**src/rtl/hd_program_loader_pkg.sv**
```systemverilog
// Shared control encodings, FSM states and size defaults for the HD program loader.
package hd_program_loader_pkg;

   localparam logic [1:0] CTRL_ON  = 2'b01;
   localparam logic [1:0] CTRL_OFF = 2'b00;

   localparam int TRACK_SIZE_DEF = 200;
   // Must track the instruction memory's block size constant.
   localparam int BLOCK_SIZE_DEF = 200;
   localparam int LEN_W_DEF      = 16;

   typedef enum logic [2:0] {
      IDLE,
      HDR_REQ,
      HDR_WAIT,
      XFER,
      DRAIN,
      FINISH
   } state_t;

endpackage

```
**src/rtl/hd_xor_fold.sv**
```systemverilog
// XOR-fold checksum accumulator: each 32-bit word is folded to W bits and XORed
// into the running value. Only used when HD_PROGRAM_LOADER_CHECKSUM_EN is defined.
module hd_xor_fold
   import hd_program_loader_pkg::*;
#(
   parameter int W = 16
) (
   input  logic         clock,
   input  logic         reset,
   input  logic         clear,
   input  logic         en,
   input  logic [31:0]  data,
   output logic [W-1:0] acc
);

   localparam int CHUNKS = (32 + W - 1) / W;
   localparam int PAD_W  = CHUNKS * W;

   logic [PAD_W-1:0] padded;
   logic [W-1:0]     part [CHUNKS+1];

   // Zero-pad the top chunk when W does not divide 32.
   assign padded  = PAD_W'(data);
   assign part[0] = '0;

   for (genvar gi = 0; gi < CHUNKS; gi++) begin : g_fold
      assign part[gi+1] = part[gi] ^ padded[gi*W +: W];
   end

   always_ff @(posedge clock or posedge reset) begin
      if (reset) begin
         acc <= '0;
      end else if (clear) begin
         acc <= '0;
      end else if (en) begin
         acc <= acc ^ part[CHUNKS];
      end
   end

endmodule

```
**src/rtl/hd_program_loader.sv**
```systemverilog
// Reads a program track (header + N words) from the HD model and streams it to
// instruction memory. Optional payload checksum: define HD_PROGRAM_LOADER_CHECKSUM_EN.
module hd_program_loader
   import hd_program_loader_pkg::*;
#(
   parameter int TRACK_SIZE = TRACK_SIZE_DEF,
   parameter int BLOCK_SIZE = BLOCK_SIZE_DEF,
   parameter int LEN_W      = LEN_W_DEF
) (
   input  logic        clock,
   input  logic        reset,
   input  logic        start,
   input  logic [31:0] track,
   output logic [31:0] hd_addr,
   output logic        hd_rd,
   input  logic [31:0] hd_data,
   output logic [31:0] entradaDeInstrucao,
   output logic [1:0]  controleSalvaInstrucao,
   output logic [1:0]  ControleFimDeLeitura,
   output logic        busy,
   output logic        done,
   output logic        error
);

   localparam logic [31:0] TRACK_W   = 32'(TRACK_SIZE);
   localparam logic [31:0] MAX_LEN_W =
      32'((BLOCK_SIZE < TRACK_SIZE - 1) ? BLOCK_SIZE : TRACK_SIZE - 1);

   state_t           state_reg;
   logic [LEN_W-1:0] remain_reg;
   logic             rd_pipe_reg;
   logic [LEN_W-1:0] hdr_len;
   logic             too_long;
   logic             payload_valid;
   logic             sum_ok;

   assign hdr_len  = hd_data[LEN_W-1:0];
   assign too_long = (32'(hdr_len) > MAX_LEN_W);
   // rd_pipe_reg marks cycles where hd_data carries a word; the header is excluded by state.
   assign payload_valid = rd_pipe_reg && ((state_reg == XFER) || (state_reg == DRAIN));

`ifdef HD_PROGRAM_LOADER_CHECKSUM_EN
   localparam int SUM_W = 32 - LEN_W;

   logic [SUM_W-1:0] sum_hdr_reg;
   logic [SUM_W-1:0] sum_acc;

   hd_xor_fold #(.W(SUM_W)) u_fold (
      .clock (clock),
      .reset (reset),
      .clear (state_reg == HDR_WAIT),
      .en    (payload_valid),
      .data  (hd_data),
      .acc   (sum_acc)
   );

   always_ff @(posedge clock or posedge reset) begin
      if (reset) begin
         sum_hdr_reg <= '0;
      end else if (state_reg == HDR_WAIT) begin
         sum_hdr_reg <= hd_data[31:LEN_W];
      end
   end

   assign sum_ok = (sum_acc == sum_hdr_reg);
`else
   assign sum_ok = 1'b1;
`endif

   always_ff @(posedge clock or posedge reset) begin
      if (reset) begin
         state_reg              <= IDLE;
         remain_reg             <= '0;
         rd_pipe_reg            <= 1'b0;
         hd_addr                <= '0;
         hd_rd                  <= 1'b0;
         entradaDeInstrucao     <= '0;
         controleSalvaInstrucao <= CTRL_OFF;
         ControleFimDeLeitura   <= CTRL_OFF;
         busy                   <= 1'b0;
         done                   <= 1'b0;
         error                  <= 1'b0;
      end else begin
         rd_pipe_reg            <= hd_rd;
         controleSalvaInstrucao <= CTRL_OFF;
         error                  <= 1'b0;

         if (payload_valid) begin
            entradaDeInstrucao     <= hd_data;
            controleSalvaInstrucao <= CTRL_ON;
         end

         case (state_reg)
            IDLE: begin
               if (start) begin
                  hd_addr   <= track * TRACK_W;
                  hd_rd     <= 1'b1;
                  busy      <= 1'b1;
                  state_reg <= HDR_REQ;
               end
            end

            HDR_REQ: begin
               hd_rd     <= 1'b0;
               state_reg <= HDR_WAIT;
            end

            HDR_WAIT: begin
               if (too_long) begin
                  error     <= 1'b1;
                  busy      <= 1'b0;
                  state_reg <= IDLE;
               end else if (hdr_len == '0) begin
                  state_reg <= FINISH;
               end else begin
                  hd_addr    <= hd_addr + 32'd1;
                  hd_rd      <= 1'b1;
                  remain_reg <= hdr_len - LEN_W'(1);
                  state_reg  <= XFER;
               end
            end

            XFER: begin
               if (remain_reg != '0) begin
                  hd_addr    <= hd_addr + 32'd1;
                  remain_reg <= remain_reg - LEN_W'(1);
               end else begin
                  hd_rd     <= 1'b0;
                  state_reg <= DRAIN;
               end
            end

            // HD latency is fixed, so the last word is presented on this edge.
            DRAIN: begin
               state_reg <= FINISH;
            end

            // First FINISH edge raises the end pulse, the second retires it.
            FINISH: begin
               if (ControleFimDeLeitura == CTRL_OFF) begin
                  ControleFimDeLeitura <= CTRL_ON;
                  done                 <= sum_ok;
                  error                <= !sum_ok;
               end else begin
                  ControleFimDeLeitura <= CTRL_OFF;
                  done                 <= 1'b0;
                  busy                 <= 1'b0;
                  state_reg            <= IDLE;
               end
            end

            default: state_reg <= IDLE;
         endcase
      end
   end

endmodule
```
**config.mk**
```make
export PLATFORM = sky130hd
export DESIGN_NAME = hd_program_loader
export DESIGN_NICKNAME = d
export VERILOG_FILES = /design/src/rtl/hd_program_loader_pkg.sv /design/src/rtl/hd_xor_fold.sv /design/src/rtl/hd_program_loader.sv
export SDC_FILE = /design/constraint.sdc
export NUM_CORES = 1
export LEC_CHECK = 0
export BUFFER_PORTS_ARGS = -buffer_cell sky130_fd_sc_hd__buf_4
export CAP_MARGIN = 0
export CORE_MARGIN = 2
export CORE_UTILIZATION = 27
export CTS_CLUSTER_SIZE = 40
export DETAILED_ROUTE_END_ITERATION = 16
export PLACE_DENSITY = 0.57
export SYNTH_ARGS = -nofsm -noshare
export SYNTH_HDL_FRONTEND = slang
export SYNTH_HIERARCHICAL = 1
export SYNTH_SLANG_ARGS = --single-unit
export TNS_END_PERCENT = 100
```
**constraint.sdc**
```tcl
create_clock -name clock -period 9.26 [get_ports clock]
set_input_delay 1.389 -clock clock [delete_from_list [all_inputs] [get_ports clock]]
set_output_delay 1.389 -clock clock [all_outputs]
set_load 0.03 [all_outputs]
```
After elaboration in Yosys (flattened, before gate mapping) --
Index checks and enable logic that the tools add are counted.
Operators by class: multiply operators 1, add/sub/neg operators 3, $lt $le $gt $ge 1, reduce and logical (&&, ||, !) cells 15, mux-type cells 28, equality and inequality tests 12
Operator list (number):
- 2-to-1 mux 32 bit | 4
- one-hot mux 32 bit (3 select lines) | 1
- 2-to-1 mux 16 bit | 3
- adder 32 x 1 -> 32 bit, second input constant | 1
- multiplier 32 x 5 -> 29 bit, second input constant | 1
- one-hot mux 16 bit (2 select lines) | 1
- subtractor 16 x 1 -> 16 bit, second input constant | 2
- one-hot mux 3 bit (6 select lines) | 1
- > comparator 16 x 8 -> 1 bit, second input constant | 1
- logical NOT 16 bit | 1
- nonzero test 16 bit | 1
- 2-to-1 mux 3 bit | 5
- inequality test 2 bit, second input constant | 6
- 2-to-1 mux 1 bit | 11
- AND reduction 5 bit | 2
- AND reduction 4 bit | 2
- == test 3 x 2 -> 1 bit, second input constant | 2
- == test 3 bit, second input constant | 2
- nonzero test 3 bit | 2
- one-hot mux 1 bit (4 select lines) | 1
- nonzero test 4 bit | 1
- == test 3 x 1 -> 1 bit, second input constant | 1
- logical NOT 3 bit | 1
- one-hot mux 1 bit (3 select lines) | 1
- other kinds (6) | 6
Storage, ports and cells: bits in registers 92, input bits 67, output and inout port bits 72

Logic depth before layout (Yosys ltp) --
Gate-level depths: netlist of run 1.
word-level depth 4, gate-level depth with buffers 15, depth with buffers taken out 14

Worst setup path after synthesis of run 1 --
Ideal clock, no wire load.
path kind input to register, start point in track[5], end point reg hd_addr[30], setup time 94 ps, stages on the path 14, arrival time 4578 ps, slack 4587 ps, cells stage by stage ha_1 > ha_1 > inv_1 > fa_1 > inv_1 > ha_1 > and3_1 > and3_1 > a2111oi_2 > nor3_2 > nor3_1 > o41ai_1 > xnor2_1 > a221oi_2
Between the ends: cells in the longest elaborated chain, start to end 3
RTL lines:
- from (decl) | line hd_program_loader.sv:13 | input logic [31:0] track,
- multiplier 32 x 5 -> 29 bit | line hd_program_loader.sv:96 | hd_addr <= track * TRACK_W;
- 2-to-1 mux 32 bit | line hd_program_loader.sv:95 | if (start) begin
- one-hot mux 32 bit (3 select lines) | line hd_program_loader.sv:93 | case (state_reg)
- to (signal assigned) | line hd_program_loader.sv:96
- to (signal assigned) | line hd_program_loader.sv:116 | hd_addr <= hd_addr + 32'd1;
- to (signal assigned) | line hd_program_loader.sv:125 | hd_addr <= hd_addr + 32'd1;
- to (decl) | line hd_program_loader.sv:14 | output logic [31:0] hd_addr,
Every way passes these cells. The select of a mux whose other input is x is not followed. A chain may end at the register's enable or synchronous reset.

Worst setup path in the final report of run 1 --
Ends and elaborated chain as after synthesis.

==> results of run 1 <==
-- cells by family (layout without fill, tap and decap cells) --
logic type               Yosys count  count (layout)
XOR/XNOR                          31              31
buffers and inverters            153             269
AO/OA/AOI/OAI                    233             233
flip-flops                        89              89
other                              1               2
multiplexers                       5               5
adder cells (fa/ha/maj)           99              99
AND/OR/NAND/NOR                  332             332
-- report_power, final --
| part | switching, uW | internal [uW] | total (uW) |
|---|---|---|---|
| logic | 1030 | 599 | 1620 |
| registers | 185 | 564 | 749 |
| clock network | 150 | 231 | 381 |
| total | 1360 | 1390 | 2750 |
-- final cells by class --
cell class | instances | area (um2)
Inverter | 113 | 425
Multi-Input combinational cell | 702 | 4740
Clock inverter | 2 | 35.0
Timing Repair Buffer | 140 | 1050
Fill cell | 2945 | 18400
Tap cell | 378 | 473
Sequential cell | 89 | 2230
Clock buffer | 14 | 274
-- how the worst max path moves through the flow --
stage / from / cells past startpoint / slack [ns] / endpoint
floorplan: track[5] / 14 / 4.59 / hd_addr[30]
global placement: track[5] / 15 / 4.04 / hd_addr[30]
detailed placement: track[6] / 15 / 4.01 / hd_addr[30]
CTS: track[6] / 15 / 4.37 / hd_addr[30]
global route: track[5] / 15 / 4.15 / hd_addr[30]
finish: track[5] / 15 / 4.38 / hd_addr[30]
-- worst register-to-register path, stage by stage (launching register included) --
cell	delay (ns)
dfrtp_1	0.64
and3b_1	0.22
buf_4	0.33
mux2i_1	0.29
ha_1	0.28
o21ai_1	0.17
a21oi_1	0.40
nor3b_1	0.35
nor2b_1	0.16
o21ai_0	0.07
a21oi_1	0.15
-- cells in the mapped netlist, drive strengths merged (2+ instances only) --
cell type	number	area [um2]
o21ai	65	325
buf	13	68.8
ha	76	951
a211o	2	17.5
o31a	2	18.8
o32ai	2	17.5
or3	7	53.8
dfrtp	89	2230
o21bai	3	22.5
a31oi	5	31.3
o31ai	2	15.0
nand2b	6	37.5
nand3	26	135
clkbuf	27	101
or2	3	18.8
xor2	12	105
a2111oi	6	77.6
or4	2	18.8
a21boi	2	15.0
and3b	3	26.3
and2	3	18.8
a221oi	2	30.0
a21o	10	75.1
mux2i	4	40.0
nor3	17	106
o21a	3	22.5
nor3b	4	30.0
fa	23	460
nor2b	4	25.0
nand4	12	81.3
inv	113	424
xnor2	19	166
a21oi	95	483
nor2	67	254
o221ai	2	17.5
and3	9	57.6
o22ai	9	56.3
nor4	10	87.6
nand2	154	578
a22o	2	17.5
nand3b	2	15.0
a211oi	10	80.1
and4	2	17.5
o211ai	3	22.5
-- stage by stage --
| stage | setup slack [ns] | total power [uW] | utilization [%] |
|---|---|---|---|
| global route | 4.15 | 2990 | 33.4 |
| CTS | 4.37 | 2790 | 33.4 |
| floorplan | 4.59 | 1870 | - |
| detailed placement | 4.01 | 2390 | 32.3 |
| global placement | 4.04 | 2370 | 32.3 |
| finish | 4.38 | 2750 | 33.4 |
-- per-layer routing --
layer  up-vias  GRT usage (%)
li1       3443              -
met1      3135           17.4
met2       173           21.9
met3        22           2.54
met4         0           5.12
met5         -              0
==> impl_metrics.toml, run 1 <==
[run_status]
outcome = "finished, final reports clean"

[sta]
period_needed_ns = 4.88
hold-worst-slack_ns = 0.425
slew_headroom_pct = 32.5
setup_violations = 0
fin_skew_ns = 0.00493
period_share_pct = 52.7
rsz0062_at_grt = "false"
worstMarginPinSlew_ns = 1.01
max_freq_mhz = 205
drv_slew = 0
fin_setup_tns_ns = 0
hold_viol = 0

[critical_path]
criticalPathCategory = "in2reg"
path_buf_inv = 3
path_max_fanout = 5
r2r_start = "state_reg[1]"
path_delay_family = "adder cells"
path_common_cell = "ha_1"
worstPathRequired_ns = 9.51
endpoint_kind = "register"
worstPathCellList = "buf_4 -> ha_1 -> ha_1 -> inv_1 -> fa_1 -> inv_1 -> ha_1 -> and3_1 -> and3_1 -> a2111oi_2 -> nor3_2 -> nor3_1 -> o41ai_1 -> xnor2_1 -> a221oi_2"
start_kind = "input port"
ff2ff_path_depth = 10
critPathMaxStageDelay_ns = 0.50
cp_slowest_cell = "fa_1"
arrival_ns = 5.13
r2r_slack_ns = 6.12
r2r_end = "remain_reg[14]"

[synthesis]
synth-seq-cells = 89
yosys_warnings = 6
async_flop_share_pct = 100
synth_xor_area_share_pct = 3.60
synthCells = 943
netlist_area_um2 = 7540
synth.distinct_cells = 74
synth_enable_flop_cells = 0
synthSimpleGateAreaFrac_pct = 20.8
muxShareOfSynthArea_pct = 0.680
synth_fa_ha_area_share_pct = 18.7
synth-compound-area-share_pct = 18.8
synth_area_per_cell_um2 = 8.00
seq_area_frac_synth_pct = 29.5
dominantRegCellSynth = "dfrtp_1"
synth_top_family_by_area = "simple AND/OR/NAND/NOR gates"

[cts]
clockBufferDepth = 2
cts-htree-levels = 3
cts.sinks = 89
cts_resized = 0
cts_root_buffer = "clkbuf_16"
cts_buffers = 9
cts_tree = "built"
insertion_delay_ns = 0.34
clk_pin_slew_ns = 0.06
postCtsSetupRepairBufs = 0
holdBufCountCts = 0

[power]
p_per_area_nw_per_um2 = 299
ir_drop_uv = 101
p_leak_uw = 0.00448

[final_layout]
fin_cells = 1438
final_common_cell = "nand2_1"
drive_gt1_share_pct = 17.1
n_antenna_cell = 0
design_area_um2 = 9230
final_cell_mix = "nand2_1, buf_4, inv_1"
fin_nets = 1221
area_growth_pct = 22.3

[placed_design]
placed_cell_area_um2 = 8920
globalplace.congestion = 0.833
dpl.hpwl_um = 15100
dp_cells = 1422
portBuffers = 133

[route]
highest_layer = "met4"
routed_wl_um = 19600
wl_met3_um = 1240
drtIter0Drc = 358
drt_pre_antenna_iters = 4
vias = 6773
wl_met1_um = 9140
drtAntennaViolNets = 0
met2_length_um = 8770
wl_per_cell_um = 13.6
via_per_inst = 4.71
remaining_drc_errors = 0

[die]
start_util_pct = 27.3
core_um2 = 27600
io_pins = 139
die_height_um = 171
fp.dieW_um = 171
core.rowCount = 61
dieArea_um2 = 29300

[global_routing]
antenna_found_initial = 0
grt_pass1_wl_um = 31800
grt_max_degree = 59
gr-total-overflow = 0
grt.total_usage_pct = 13.3
grt_pass1_vias = 6441

[min_path]
holdPathStages = 0
hold_path.class = "reg2reg"
holdPathEnd = "rd_pipe_reg"
min_from = "hd_rd"

[flow_run]
maxCapViolations = 0
Power figures use the tool's default switching activity.
==> run 2: changes to the inputs <==
--- a/config.mk
+++ b/config.mk
@@ -5,13 +5,14 @@
 export SDC_FILE = /design/constraint.sdc
 export NUM_CORES = 1
 export LEC_CHECK = 0
+export ABC_AREA = 1
 export BUFFER_PORTS_ARGS = -buffer_cell sky130_fd_sc_hd__buf_4
 export CAP_MARGIN = 0
 export CORE_MARGIN = 2
 export CORE_UTILIZATION = 27
 export CTS_CLUSTER_SIZE = 40
 export DETAILED_ROUTE_END_ITERATION = 16
-export PLACE_DENSITY = 0.57
+export PLACE_DENSITY = 0.56
 export SYNTH_ARGS = -nofsm -noshare
 export SYNTH_HDL_FRONTEND = slang
 export SYNTH_HIERARCHICAL = 1
==> constraint.sdc (replaced) <==
create_clock -name clock -period 5 [get_ports clock]
set_input_delay 0.75 -clock clock [delete_from_list [all_inputs] [get_ports clock]]
set_output_delay 0.75 -clock clock [all_outputs]
set_load 0.03 [all_outputs]
==> run 2 against run 1 <==
Net effect: routed wire length grew 23%; sequential share of layout area shrank 2.2 points; cell area grew 10%; count of clock-buffer cells in the layout shrank 3; combinational power grew 120%; clock skew grew 0.0087 ns; synthesized cell count grew 40%; cell count grew 28%; critical path depth is the same; hold slack lost 0.023 ns; first-iteration DRC count grew 41%; largest power group unchanged; highest routed layer unchanged.
==> impl_metrics.toml, run 2 <==
[cts]
cts.sinks = 89
clockBufferDepth = 2
cts_tree = "built"
cts_buffers = 9
cts_root_buffer = "clkbuf_16"
cts-htree-levels = 3
cts_resized = 0
insertion_delay_ns = 0.36
holdBufCountCts = 0
postCtsSetupRepairBufs = 0
clk_pin_slew_ns = 0.07

[synthesis]
synth_xor_area_share_pct = 1.65
synthTopCellsByArea = "dfrtp_1, nand2_1, ha_1, inv_1, fa_1"
synthSimpleGateAreaFrac_pct = 34.2
synth_enable_flop_cells = 0
synth_top_area_share_pct = 26.2
netlist_area_um2 = 8490
synth_fa_ha_area_share_pct = 16.6
synth_area_per_cell_um2 = 6.42
synth-compound-area-share_pct = 8.40
muxShareOfSynthArea_pct = 0
synth.distinct_cells = 38
async_flop_share_pct = 100
synth-seq-cells = 89
synthCells = 1322
yosys.area.top_type = "dfrtp_1"
yosysMostFrequentCell = "nand2_1"
synth_top_family_by_area = "simple AND/OR/NAND/NOR gates"
synth_common_cells = "nand2_1, inv_1, nor2_1, dfrtp_1, nand3_1"
seq_area_frac_synth_pct = 26.2
dominantRegCellSynth = "dfrtp_1"
yosys_warnings = 6

[critical_path]
start_kind = "input port"
worstPathRequired_ns = 5.22
arrival_ns = 3.65
r2r_end = "remain_reg[14]"
r2r_start = "state_reg[2]"
endpoint_kind = "register"
worstPathCellList = "buf_4 -> ha_1 -> ha_1 -> inv_1 -> fa_1 -> inv_1 -> ha_1 -> or2_2 -> and2_1 -> nand2_1 -> nand2_1 -> o21ai_0 -> nand2_1 -> nand2_1 -> o21ai_0"
cp_slowest_cell = "fa_1"
path_common_cell = "nand2_1"
ff2ff_path_depth = 14
r2r_slack_ns = 2.02
path_max_fanout = 4
criticalPathCategory = "in2reg"
critPathMaxStageDelay_ns = 0.50

[min_path]
min_from = "hd_rd"
holdPathEnd = "rd_pipe_reg"
holdPathStages = 0
hold_path.class = "reg2reg"

[global_routing]
grt_pass1_wl_um = 39200
grt_use_met3_pct = 2.98
grt.total_usage_pct = 14.7
antenna_found_initial = 0
use_met2_pct = 24.3
grt.busiest_layer = "met2"
grt_pass1_vias = 7768
gr-total-overflow = 0
grt_util_met1_pct = 19.7
grt_max_degree = 48

[power]
p_per_area_nw_per_um2 = 555
p_leak_uw = 0.00570
ir_drop_uv = 310
p_total_uw = 5640

[sta]
hold-worst-slack_ns = 0.403
worstMarginPinSlew_ns = 0.915
period_share_pct = 68.6
drv_slew = 0
fin_setup_tns_ns = 0
rsz0062_at_grt = "false"
fin_skew_ns = 0.0137
slew_headroom_pct = 38.8
period_needed_ns = 3.43
max_freq_mhz = 292
setup_violations = 0
hold_viol = 0

[route]
remaining_drc_errors = 0
via_per_inst = 4.49
drtAntennaViolNets = 0
vias = 8273
wl_per_cell_um = 13.1
drtIter0Drc = 503
routed_wl_um = 24200
drt_pre_antenna_iters = 5

[placed_design]
globalplace.congestion = 0.864
dpl.hpwl_um = 19500
portBuffers = 133

[run_status]
outcome = "finished, final reports clean"

[die]
fp.dieW_um = 181
core_um2 = 30700
die_height_um = 181
io_pins = 139
dieArea_um2 = 32900
core.rowCount = 64
start_util_pct = 27.6

[final_layout]
area_growth_pct = 19.8
final_cell_mix = "nand2_1, inv_1, buf_4"
fin_nets = 1609
n_antenna_cell = 0
final_common_cell = "nand2_1"
fillers = 3445
drive_gt1_share_pct = 12.2

[flow_run]
maxCapViolations = 0
## run 2: worst max-delay path by stage
stage,startpoint,end
after floorplan,track[3],hd_addr[31]
after global placement,track[3],hd_addr[15]
after detailed placement,track[3],hd_addr[15]
after CTS,track[3],hd_addr[15]
after global routing,track[2],hd_addr[24]
final,track[3],hd_addr[15]
## run 2: final cells by class
class | instances | area (um2) | share of cell area [%]
sequential | 89 | 2230 | 21.9
tap | 396 | 495 | 4.87
inverter | 254 | 955 | 9.38
timing repair buffer | 136 | 1020 | 10.0
multi-input combinational | 953 | 5170 | 50.9
clock inverter | 5 | 46.3 | 0.455
clock buffer | 11 | 253 | 2.48
## run 2: kinds of logic after synthesis
| group | after synthesis |
|---|---|
| other | 1 |
| buffers and inverters | 281 |
| xor gates and xnor gates | 16 |
| AOI/OAI and AO/OA | 135 |
| DFF | 89 |
| adders and majority gates | 99 |
| and+or+nand+nor | 701 |
## run 2: routing by layer
metal / part of all wire [%] / up-vias
li1: - / 4326
met1: 48 / 3759
met2: 45 / 166
met3: 4.9 / 22
met4: 2.1 / 0
met5: 0 / -
## run 2: worst max-delay path, delay by kind of cell
kind	cells	cell delay, ns
AO/OA/AOI/OAI	2	0.40
buffers and inverters	3	0.22
AND/OR/NAND/NOR	6	0.91
adder cells (fa/ha/maj)	4	1.40
## run 2: power by group
part           switching, uW  internal (uW)  total [uW]
clock network            314            373         687
registers                347           1090        1430
logic                   2360           1160        3520
total                   3020           2620        5640
## run 2: stage by stage
step	cells	utilization, %	setup WS (ns)	area [um2]
after detailed placement	1828	32.1	1.28	9870
after floorplan	1323	-	1.74	8490
final	1844	33.1	1.57	10200
after global placement	1828	32.1	1.28	9870
after global routing	1844	33.1	1.37	10200
after CTS	1844	33.1	1.63	10200
==> run 3: changes to the inputs <==
--- a/config.mk
+++ b/config.mk
@@ -5,14 +5,14 @@
 export SDC_FILE = /design/constraint.sdc
 export NUM_CORES = 1
 export LEC_CHECK = 0
-export ABC_AREA = 1
+export ABC_AREA = 0
 export BUFFER_PORTS_ARGS = -buffer_cell sky130_fd_sc_hd__buf_4
 export CAP_MARGIN = 0
 export CORE_MARGIN = 2
 export CORE_UTILIZATION = 27
 export CTS_CLUSTER_SIZE = 40
 export DETAILED_ROUTE_END_ITERATION = 16
-export PLACE_DENSITY = 0.56
+export PLACE_DENSITY = 0.58
 export SYNTH_ARGS = -nofsm -noshare
 export SYNTH_HDL_FRONTEND = slang
 export SYNTH_HIERARCHICAL = 1
==> constraint.sdc (replaced) <==
create_clock -name clock -period 3 [get_ports clock]
set_input_delay 0.45 -clock clock [delete_from_list [all_inputs] [get_ports clock]]
set_output_delay 0.45 -clock clock [all_outputs]
set_load 0.03 [all_outputs]
==> run 3 against run 2 <==
Net effect: the run now ends with setup timing left; combinational power rose by 72%; via count down 13%; highest routed layer unchanged; largest power group unchanged; cell area grew 5.4%; die area down 11%; hold slack worse by 0.16 ns; clock skew shrank 0.0070 ns; sequential cell count stayed put; worst setup slack lost 1.7 ns; global-route usage fell by 0.47 points; sequential share of layout area shrank 1.1 points; sequential power up 58%; critical endpoint is now hd_addr[28]; utilization up 5.7 points.
==> impl_metrics.toml, run 3 (synthesis gave the netlist of run 1 again) <==
[sta]
slew_headroom_pct = 44.1
hold_viol = 0
period_share_pct = 104
rsz0062_at_grt = "true"
drv_slew = 0
fin_skew_ns = 0.00664
setup_violations = 9
worstMarginPinSlew_ns = 0.838
setup_ws_ns = -0.133
period_needed_ns = 3.13
max_freq_mhz = 319
hold-worst-slack_ns = 0.246

[global_routing]
gr-total-overflow = 0
grt_max_degree = 47
grt.total_usage_pct = 14.3
grt_pass1_wl_um = 33900
grt_pass1_vias = 6840
antenna_found_initial = 0

[placed_design]
dp_slack_ns = -0.670
portBuffers = 133
dpl.hpwl_um = 16200
globalplace.congestion = 0.821
dp_cells = 1514

[power]
p_total_uw = 9360
p_per_area_nw_per_um2 = 873
p_leak_uw = 0.00501
ir_drop_uv = 279

[final_layout]
drive_gt1_share_pct = 31.7
n_antenna_cell = 0
fin_cells = 1534
fin_nets = 1320
final_cell_mix = "buf_4, nand2_1, inv_1"
area_growth_pct = 42.1
final_common_cell = "buf_4"

[die]
core_um2 = 27600
die_height_um = 171
fp.dieW_um = 171
core.rowCount = 61
start_util_pct = 27.3
io_pins = 139
dieArea_um2 = 29300

[critical_path]
path_max_fanout = 3
ff2ff_path_depth = 9
start_kind = "input port"
cp_slowest_cell = "fa_1"
r2r_start = "remain_reg[9]"
path_delay_family = "adder cells"
criticalPathCategory = "in2reg"
critPathMaxStageDelay_ns = 0.48
worstPathRequired_ns = 3.25
arrival_ns = 3.39
worstPathCellList = "buf_8 -> ha_4 -> ha_4 -> inv_2 -> fa_1 -> inv_2 -> ha_4 -> and3_4 -> and3b_2 -> a2111oi_4 -> nor3_2 -> buf_4 -> nor2_4 -> o221ai_2 -> xnor2_1 -> a221oi_2"
path_common_cell = "ha_4"
r2r_end = "remain_reg[7]"
r2r_slack_ns = 0.39
path_buf_inv = 4
endpoint_kind = "register"

[cts]
cts-htree-levels = 3
cts_tree = "built"
insertion_delay_ns = 0.34
clockBufferDepth = 2
clk_pin_slew_ns = 0.06
cts_root_buffer = "clkbuf_16"
cts.sinks = 89
cts_buffers = 9
holdBufCountCts = 0

[flow_run]
maxCapViolations = 0

[run_status]
outcome = "finished, violations left"
violations = "setup timing"

[route]
drtIter0Drc = 348
drtAntennaViolNets = 0
via_per_inst = 4.67
routed_wl_um = 20900
remaining_drc_errors = 0
wl_per_cell_um = 13.6
vias = 7169
drt_pre_antenna_iters = 5

[min_path]
hold_path.class = "in2async"
[run 3: worst max path at each step]
stage / startpoint / slack, ns / depth (start not counted) / end
after floorplan: track[8] / -0.26 / 14 / hd_addr[30]
after CTS: track[7] / -0.23 / 15 / hd_addr[30]
after global routing: track[18] / -0.29 / 15 / hd_addr[30]
final: track[6] / -0.13 / 16 / hd_addr[28]
after global placement: track[3] / -0.62 / 13 / hd_addr[23]
after detailed placement: track[9] / -0.67 / 16 / hd_addr[23]
[run 3: worst reg2reg max path: cells and delay by family (launching register included)]
kind | cells | cell delay (ns)
AND/OR/NAND/NOR | 4 | 1.12
AO/OA/AOI/OAI | 4 | 0.71
flip-flops | 1 | 0.41
buffers and inverters | 1 | 0.26
[run 3: area by class of cell]
| cell class | instances | area [um2] |
|---|---|---|
| clock buffers | 12 | 246 |
| clock inverters | 1 | 5.00 |
| fillers | 2864 | 16900 |
| inverters | 113 | 425 |
| multi-input cells | 702 | 5420 |
| flip-flops and latches | 89 | 2230 |
| well taps | 378 | 473 |
| repair buffers | 239 | 1920 |
[run 3: power by group]
group | leakage, uW | internal (uW) | switching, uW
Sequential | 0.00108 | 1740 | 524
Clock | 0.000124 | 570 | 450
Combinational | 0.00381 | 2540 | 3540
[run 3: layer usage]
layer,up-vias,wire (um),track usage [%]
met4,0,399,4.57
met5,-,0,0
met3,28,958,1.76
met1,3340,9500,18.6
met2,162,10000,24.5
li1,3639,-,-
[run 3: what timing repair did]
| item | in CTS | in global routing |
|---|---|---|
| resized for setup | 46 | 34 |
| setup endpoints to repair | 13 | 14 |
| buffers inserted | 6 | 1 |
| pin swaps | 33 | 27 |
[run 3: through the flow]
stage | cell area, um2 | utilization, % | setup TNS [ns]
final | 10700 | 38.8 | -0.692
after global routing | 10700 | 38.8 | -2.12
after CTS | 10500 | 38.1 | -1.12
after detailed placement | 10000 | 36.2 | -7.43
after global placement | 10000 | 36.2 | -7.02
after floorplan | 7930 | - | -1.32
